===== config.mk =====
export PLATFORM = sky130hd
export DESIGN_NAME = ysyx_22041071_axi_w_arb_flat
export DESIGN_NICKNAME = d
export VERILOG_FILES = /design/src/rtl/ysyx_22041071_axi_w_arb_if.sv /design/src/rtl/ysyx_22041071_axi_w_arb.sv /design/src/flat_wrapper.sv
export SDC_FILE = /design/constraint.sdc
export NUM_CORES = 1
export LEC_CHECK = 0
export ABC_CLOCK_PERIOD_IN_PS = 1900
export CORE_AREA = 5 5 131 133
export CTS_CLUSTER_DIAMETER = 150
export DETAILED_ROUTE_END_ITERATION = 10
export DIE_AREA = 0 0 136 138
export DONT_BUFFER_PORTS = 1
export GPL_TIMING_DRIVEN = 1
export SLEW_MARGIN = 20
export SYNTH_ARGS = -nofsm -noshare
export SYNTH_HDL_FRONTEND = slang
export SYNTH_SLANG_ARGS = --single-unit

===== constraint.sdc =====
create_clock -name clk -period 1.9 [get_ports clk]
set_input_delay 0.38 -clock clk [delete_from_list [all_inputs] [get_ports clk]]
set_output_delay 0.38 -clock clk [all_outputs]
set_load 0.02 [all_outputs]

===== src/rtl/ysyx_22041071_axi_w_arb_if.sv =====
// Request/beat/response bundle between the write arbiter and the single AXI write-channel master.
// The arbiter takes the master modport; the write master engine takes the slave modport.
interface ysyx_22041071_axi_w_arb_if #(
    parameter int unsigned ADDR_W = 32,
    parameter int unsigned DATA_W = 64,
    parameter int unsigned LEN_W  = 8
);
    logic              m_valid;
    logic              m_ready;
    logic [3:0]        m_id;
    logic [ADDR_W-1:0] m_addr;
    logic [LEN_W-1:0]  m_len;
    logic [1:0]        m_size;
    logic [DATA_W-1:0] m_data;
    logic              m_beat;
    logic              m_bvalid;
    logic [1:0]        m_resp;

    modport master (
        output m_valid, m_id, m_addr, m_len, m_size, m_data,
        input  m_ready, m_beat, m_bvalid, m_resp
    );

    modport slave (
        input  m_valid, m_id, m_addr, m_len, m_size, m_data,
        output m_ready, m_beat, m_bvalid, m_resp
    );
endinterface


===== src/rtl/ysyx_22041071_axi_w_arb.sv =====
// Grants the AXI write master to the dcache writeback port (0) or the MMIO store port (1) for a
// whole AW/W/B transaction. Define YSYX_22041071_AXI_W_ARB_FIXED_PRIO_EN for fixed MMIO priority.
module ysyx_22041071_axi_w_arb #(
    parameter int unsigned ADDR_W = 32,
    parameter int unsigned DATA_W = 64,
    parameter int unsigned LEN_W  = 8,
    parameter logic [3:0]  ID0    = 4'd1,
    parameter logic [3:0]  ID1    = 4'd2
) (
    input  logic                      clk,
    input  logic                      reset,
    input  logic [1:0]                rq_valid,
    output logic [1:0]                rq_ready,
    input  logic [ADDR_W-1:0]         rq0_addr,
    input  logic [ADDR_W-1:0]         rq1_addr,
    input  logic [LEN_W-1:0]          rq0_len,
    input  logic [LEN_W-1:0]          rq1_len,
    input  logic [1:0]                rq0_size,
    input  logic [1:0]                rq1_size,
    input  logic [DATA_W-1:0]         rq0_data,
    input  logic [DATA_W-1:0]         rq1_data,
    output logic [1:0]                rq_beat,
    output logic [1:0]                rq_done,
    output logic [1:0][1:0]           rq_resp,
    ysyx_22041071_axi_w_arb_if.master m,
    output logic                      busy
);

    typedef enum logic [1:0] {StIdle, StIssue, StData, StResp} state_e;

    state_e            state_q, state_d;
    logic              own_q, own_d;
    logic [LEN_W-1:0]  beat_q, beat_d;
    logic [LEN_W-1:0]  len_q, len_d;
    logic [ADDR_W-1:0] addr_q, addr_d;
    logic [1:0]        size_q, size_d;
    logic [3:0]        id_q, id_d;
    logic [1:0][1:0]   resp_q, resp_d;
    logic              grant;

    // MMIO stores are always single beat, so its len input is ignored.
    logic unused_rq1_len;
    assign unused_rq1_len = ^rq1_len;

`ifdef YSYX_22041071_AXI_W_ARB_FIXED_PRIO_EN
    assign grant = rq_valid[1];
`else
    logic last_q, last_d;

    // Round-robin at transaction granularity: on contention, serve whoever did not finish last.
    assign grant  = (&rq_valid) ? ~last_q : rq_valid[1];
    assign last_d = (state_q == StResp && m.m_bvalid) ? own_q : last_q;

    always_ff @(posedge clk or posedge reset) begin
        if (reset) begin
            last_q <= 1'b1;
        end else begin
            last_q <= last_d;
        end
    end
`endif

    always_comb begin
        state_d    = state_q;
        own_d      = own_q;
        beat_d     = beat_q;
        len_d      = len_q;
        addr_d     = addr_q;
        size_d     = size_q;
        id_d       = id_q;
        resp_d     = resp_q;
        rq_ready   = 2'b00;
        rq_beat    = 2'b00;
        rq_done    = 2'b00;
        m.m_valid  = 1'b0;
        m.m_data   = '0;

        unique case (state_q)
            StIdle: begin
                if (|rq_valid) begin
                    state_d = StIssue;
                    own_d   = grant;
                    addr_d  = grant ? rq1_addr : rq0_addr;
                    len_d   = grant ? '0 : rq0_len;
                    size_d  = grant ? rq1_size : rq0_size;
                    id_d    = grant ? ID1 : ID0;
                end
            end
            StIssue: begin
                m.m_valid = 1'b1;
                if (m.m_ready) begin
                    rq_ready[own_q] = 1'b1;
                    beat_d          = '0;
                    state_d         = StData;
                end
            end
            StData: begin
                m.m_data = own_q ? rq1_data : rq0_data;
                if (m.m_beat) begin
                    rq_beat[own_q] = 1'b1;
                    if (beat_q == len_q) begin
                        state_d = StResp;
                    end else begin
                        beat_d = beat_q + LEN_W'(1);
                    end
                end
            end
            StResp: begin
                if (m.m_bvalid) begin
                    rq_done[own_q] = 1'b1;
                    resp_d[own_q]  = m.m_resp;
                    state_d        = StIdle;
                end
            end
            default: state_d = StIdle;
        endcase

        // Response is visible in the completion cycle and held afterwards.
        rq_resp = resp_d;
    end

    always_ff @(posedge clk or posedge reset) begin
        if (reset) begin
            state_q <= StIdle;
            own_q   <= 1'b0;
            beat_q  <= '0;
            len_q   <= '0;
            addr_q  <= '0;
            size_q  <= '0;
            id_q    <= '0;
            resp_q  <= '0;
        end else begin
            state_q <= state_d;
            own_q   <= own_d;
            beat_q  <= beat_d;
            len_q   <= len_d;
            addr_q  <= addr_d;
            size_q  <= size_d;
            id_q    <= id_d;
            resp_q  <= resp_d;
        end
    end

    assign m.m_id   = id_q;
    assign m.m_addr = addr_q;
    assign m.m_len  = len_q;
    assign m.m_size = size_q;
    assign busy     = (state_q != StIdle);

endmodule


===== src/flat_wrapper.sv =====
// flat-port wrapper written by rule: the top's interface ports become plain ports
module ysyx_22041071_axi_w_arb_flat 
#(
    parameter int unsigned ADDR_W = 32,
    parameter int unsigned DATA_W = 64,
    parameter int unsigned LEN_W  = 8,
    parameter logic [3:0]  ID0    = 4'd1,
    parameter logic [3:0]  ID1    = 4'd2
)
  (clk, reset, rq_valid, rq_ready, rq0_addr, rq1_addr, rq0_len, rq1_len, rq0_size, rq1_size, rq0_data, rq1_data, rq_beat, rq_done, rq_resp, busy, m_m_valid, m_m_id, m_m_addr, m_m_len, m_m_size, m_m_data, m_m_ready, m_m_beat, m_m_bvalid, m_m_resp);
  ysyx_22041071_axi_w_arb_if #(.ADDR_W(ADDR_W), .DATA_W(DATA_W), .LEN_W(LEN_W)) m_i ();
  input  logic clk;
  input  logic reset;
  input  logic [1:0] rq_valid;
  output logic [1:0] rq_ready;
  input  logic [ADDR_W-1:0] rq0_addr;
  input  logic [ADDR_W-1:0] rq1_addr;
  input  logic [LEN_W-1:0] rq0_len;
  input  logic [LEN_W-1:0] rq1_len;
  input  logic [1:0] rq0_size;
  input  logic [1:0] rq1_size;
  input  logic [DATA_W-1:0] rq0_data;
  input  logic [DATA_W-1:0] rq1_data;
  output logic [1:0] rq_beat;
  output logic [1:0] rq_done;
  output logic [1:0][1:0] rq_resp;
  output logic busy;
  output wire logic [$bits(m_i.m_valid)-1:0] m_m_valid;
  output wire logic [$bits(m_i.m_id)-1:0] m_m_id;
  output wire logic [$bits(m_i.m_addr)-1:0] m_m_addr;
  output wire logic [$bits(m_i.m_len)-1:0] m_m_len;
  output wire logic [$bits(m_i.m_size)-1:0] m_m_size;
  output wire logic [$bits(m_i.m_data)-1:0] m_m_data;
  input wire logic [$bits(m_i.m_ready)-1:0] m_m_ready;
  input wire logic [$bits(m_i.m_beat)-1:0] m_m_beat;
  input wire logic [$bits(m_i.m_bvalid)-1:0] m_m_bvalid;
  input wire logic [$bits(m_i.m_resp)-1:0] m_m_resp;
  assign m_m_valid = m_i.m_valid;
  assign m_m_id = m_i.m_id;
  assign m_m_addr = m_i.m_addr;
  assign m_m_len = m_i.m_len;
  assign m_m_size = m_i.m_size;
  assign m_m_data = m_i.m_data;
  assign m_i.m_ready = m_m_ready;
  assign m_i.m_beat = m_m_beat;
  assign m_i.m_bvalid = m_m_bvalid;
  assign m_i.m_resp = m_m_resp;
  ysyx_22041071_axi_w_arb #(.ADDR_W(ADDR_W), .DATA_W(DATA_W), .LEN_W(LEN_W), .ID0(ID0), .ID1(ID1)) u_core (.clk(clk), .reset(reset), .rq_valid(rq_valid), .rq_ready(rq_ready), .rq0_addr(rq0_addr), .rq1_addr(rq1_addr), .rq0_len(rq0_len), .rq1_len(rq1_len), .rq0_size(rq0_size), .rq1_size(rq1_size), .rq0_data(rq0_data), .rq1_data(rq1_data), .rq_beat(rq_beat), .rq_done(rq_done), .rq_resp(rq_resp), .m(m_i), .busy(busy));
endmodule

==> flow_summary.toml <==
[run_status]
outcome = "finished with violations"
violations = "hold timing, setup timing"

[setup_path]
crit_required_ns = 1.52
crit_chain = "buf_12 -> buf_16 -> mux2i_1 -> nor2b_2 -> buf_4"
crit_path_top_delay_cell = "dfrtp_4"
critPathMaxFanout = 8
critPathMaxStageDelay_ns = 0.55
cp-end-kind = "output port"
criticalPathCategory = "register to output port"
critPathBufInv = 3
cp_top_family = "flip-flops"
arrival_ns = 1.64
startpoint_type = "register"

[timing]
tns_ns = -3.52
hold_viol = 15
finalCriticalPeriod_ns = 2.02
whs_ns = -0.00683
finalSetupViolCount = 67
post-route-period-util_pct = 106
finClkSkew_ns = 0.00736
relSlewSlack_pct = 28.4
finalMaxSlewViolations = 0
timing.final.ws_setup_ns = -0.118
worst_pin_slew_ns = 1.07
max_freq_mhz = 496
rsz0062_at_grt = "yes"

[drt]
first_pass_iters = 7
viasPerCell = 5.33
wl_per_cell_um = 26.4
vias = 3824
antenna_left = 0
drtIter0Drc = 409
route.detailed.drc = 0
wl_mm = 18.9

[flow_run]
max_cap_viol_count = 0

[floorplanning]
floorplan.die_area_um2 = 18800
die_h_um = 138
io_pins = 343
core_area_um2 = 15700
die_x_um = 136
start_util_pct = 25.1
rows = 46

[cts]
insertion_delay_ns = 0.32
cts_htree_levels = 3
clkTransAtPathRegs_ns = 0.05
cts_tree = "built"
ctsRootBufferMaster = "clkbuf_16"
cts_buffers = 9
cts.sinks = 59
hold_buffers = 0
clk_path_buf_depth = 2

[synthesis]
ys_seq_area_share_pct = 37.5
netlist_instances = 404
synth_area_um2 = 3940
syn_area_per_cell_um2 = 9.75
ys_seq_elements = 59
yosysWarnings = 0
ys_types = 41

[placement]
dpl-instance-area_um2 = 4770
gp_congestion = 0.894
pre_cts_slack_ns = 0.00557
port_buffers = 0
hpwlAfterDp_mm = 13.0

[power_and_ir_drop]
swShare_pct = 27.9
power_frac_clock_pct = 39.5
power.density_nw_per_um2 = 627
power.total_mw = 4.09
power.leakage_nw = 3.24
ir_drop_uv = 595
p_int_mw = 2.95
seq_power_share_pct = 35.1
switching_power_mw = 1.14
power_frac_comb_pct = 25.4

[global_routing]
grt_pass1_vias = 3863
grt-ovfl-total = 0
grt_max_degree = 45
gr-usage-all-layers_pct = 17.8
grt_pass1_wl_mm = 25.1
antenna_found_initial = 4

[cells_and_area]
fin_nets = 721
most-common-layout-cells = "dfrtp_1, buf_6, buf_4, inv_1, nor2b_4"
drive_gt1_share_pct = 49.1
mostFrequentLayoutCell = "dfrtp_1"
area_growth_pct = 65.7
utilization_pct = 41.5
design_area_um2 = 6530

[min_path]
hold_class = "primary input to asynchronous set/reset pin"
-- kinds of logic after synthesis --
logic type | count (synthesis) | share of synthesized area, %
compound gates | 64 | 14.7
xor+xnor | 8 | 1.78
fa+ha+maj | 6 | 1.91
buf+inv | 76 | 7.98
flops | 59 | 37.5
mux | 73 | 18.7
other cells | 1 | 0.0952
simple gates | 117 | 17.3
-- flip-flops by register name, indices dropped and copies added, names as in the netlist --
name	count
u_core.resp_q	4
u_core.state_q	2
u_core.m.m_size	2
u_core.m.m_addr	32
u_core.m.m_len	8
u_core.m.m_id	2
u_core.last_q	1
u_core.beat_q	8
-- synth_stat cells (all sizes together) --
| cell type | count | area share, % |
|---|---|---|
| mux2i | 69 | 18 |
| nor2b | 67 | 11 |
| dfrtp | 58 | 37 |
| inv | 43 | 4.1 |
| a222oi | 34 | 8.6 |
| clkbuf | 21 | 2.0 |
| nand2 | 19 | 1.8 |
| buf | 12 | 1.9 |
| a22o | 8 | 1.8 |
| xnor2 | 8 | 1.8 |
| ha | 6 | 1.9 |
| nor2 | 6 | 0.57 |
| nand3 | 5 | 0.64 |
| nor3 | 5 | 0.64 |
| o211ai | 5 | 0.95 |
| o21ai | 5 | 0.64 |
| mux2 | 4 | 1.1 |
| a21oi | 3 | 0.38 |
| nand4 | 3 | 0.48 |
| a2111oi | 2 | 0.76 |
| a21o | 2 | 0.38 |
| and3 | 2 | 0.35 |
| and4 | 2 | 0.44 |
| nor3b | 2 | 0.38 |
| or2 | 2 | 0.32 |
| a2111o | 1 | 0.29 |
| a221o | 1 | 0.29 |
| a311oi | 1 | 0.22 |
| a31oi | 1 | 0.16 |
| conb | 1 | 0.095 |
| dfstp | 1 | 0.67 |
| nor4 | 1 | 0.16 |
| nor4b | 1 | 0.22 |
| o2111ai | 1 | 0.22 |
| or2b | 1 | 0.19 |
| or3 | 1 | 0.29 |
-- worst paths after layout --
| check | endpoint | slack [ns] | cells past startpoint | start |
|---|---|---|---|---|
| max in group asynchronous | u_core.m.m_addr[0] | 1.31 | 2 | reset |
| min | u_core.m.m_addr[15] | -0.007 | 1 | reset |
| min reg2reg | u_core.last_q | 0.50 | 2 | u_core.last_q |
| max reg2reg | u_core.beat_q[5] | -0.01 | 9 | u_core.state_q[0] |
| min in group clk | u_core.m.m_addr[12] | 0.19 | 2 | rq0_addr[12] |
| max | m_m_data[46] | -0.12 | 5 | u_core.m.m_id[1] |
-- routing by layer --
metal  global-route usage (%)  up-vias  part of all wire, %
li1                         -     1640                    -
met1                     17.9     1849                   34
met2                     30.7      297                   51
met3                     6.39       38                   10
met4                     11.6        0                  4.0
met5                        0        -                    0
-- area by class of cell --
class | instances | area [um2]
Tap cell | 216 | 270
Fill cell | 1489 | 9190
Clock buffer | 12 | 267
Inverter | 43 | 161
Multi-Input combinational cell | 270 | 2880
Antenna cell | 4 | 10.0
Clock inverter | 2 | 35.0
Sequential cell | 59 | 1480
Timing Repair Buffer | 111 | 1420
-- worst register-to-register path, cell delays in order (launching register included) --
cell       delay, ns
dfrtp_1         0.39
inv_2           0.09
ha_4            0.17
buf_12          0.18
clkbuf_16       0.17
buf_6           0.10
buf_12          0.10
or2b_1          0.22
a2111o_1        0.33
o211ai_1        0.08
-- through the flow --
| step | std cells | hold WS [ns] |
|---|---|---|
| 3_5_place_dp | 667 | 0.354 |
| 6_report | 717 | -0.00683 |
| 3_3_place_gp | 667 | 0.343 |
| 5_1_grt | 717 | 0.0296 |
| 4_1_cts | 706 | 0.000585 |
| 2_1_floorplan | 405 | 0.447 |
-- power by group through the flow --
stage / registers (mW) / logic, mW / clock network, mW
4_1_cts: 1.43 / 0.894 / 1.66
5_1_grt: 1.45 / 1.12 / 1.72
3_5_place_dp: 1.45 / 0.778 / 0
6_report: 1.44 / 1.04 / 1.61
2_1_floorplan: 1.42 / 0.542 / 0
3_3_place_gp: 1.45 / 0.765 / 0
-- timing repair --
action | 4_1_cts | 5_1_grt
endpoints found under the setup margin | 74 | 111
gates cloned | 12 | 3
resized for setup | 77 | 124
hold endpoints to repair | 0 | 0
pin swaps | 8 | 6
setup buffers | 13 | 5
Note: power is estimated with default switching activity, not from simulation.
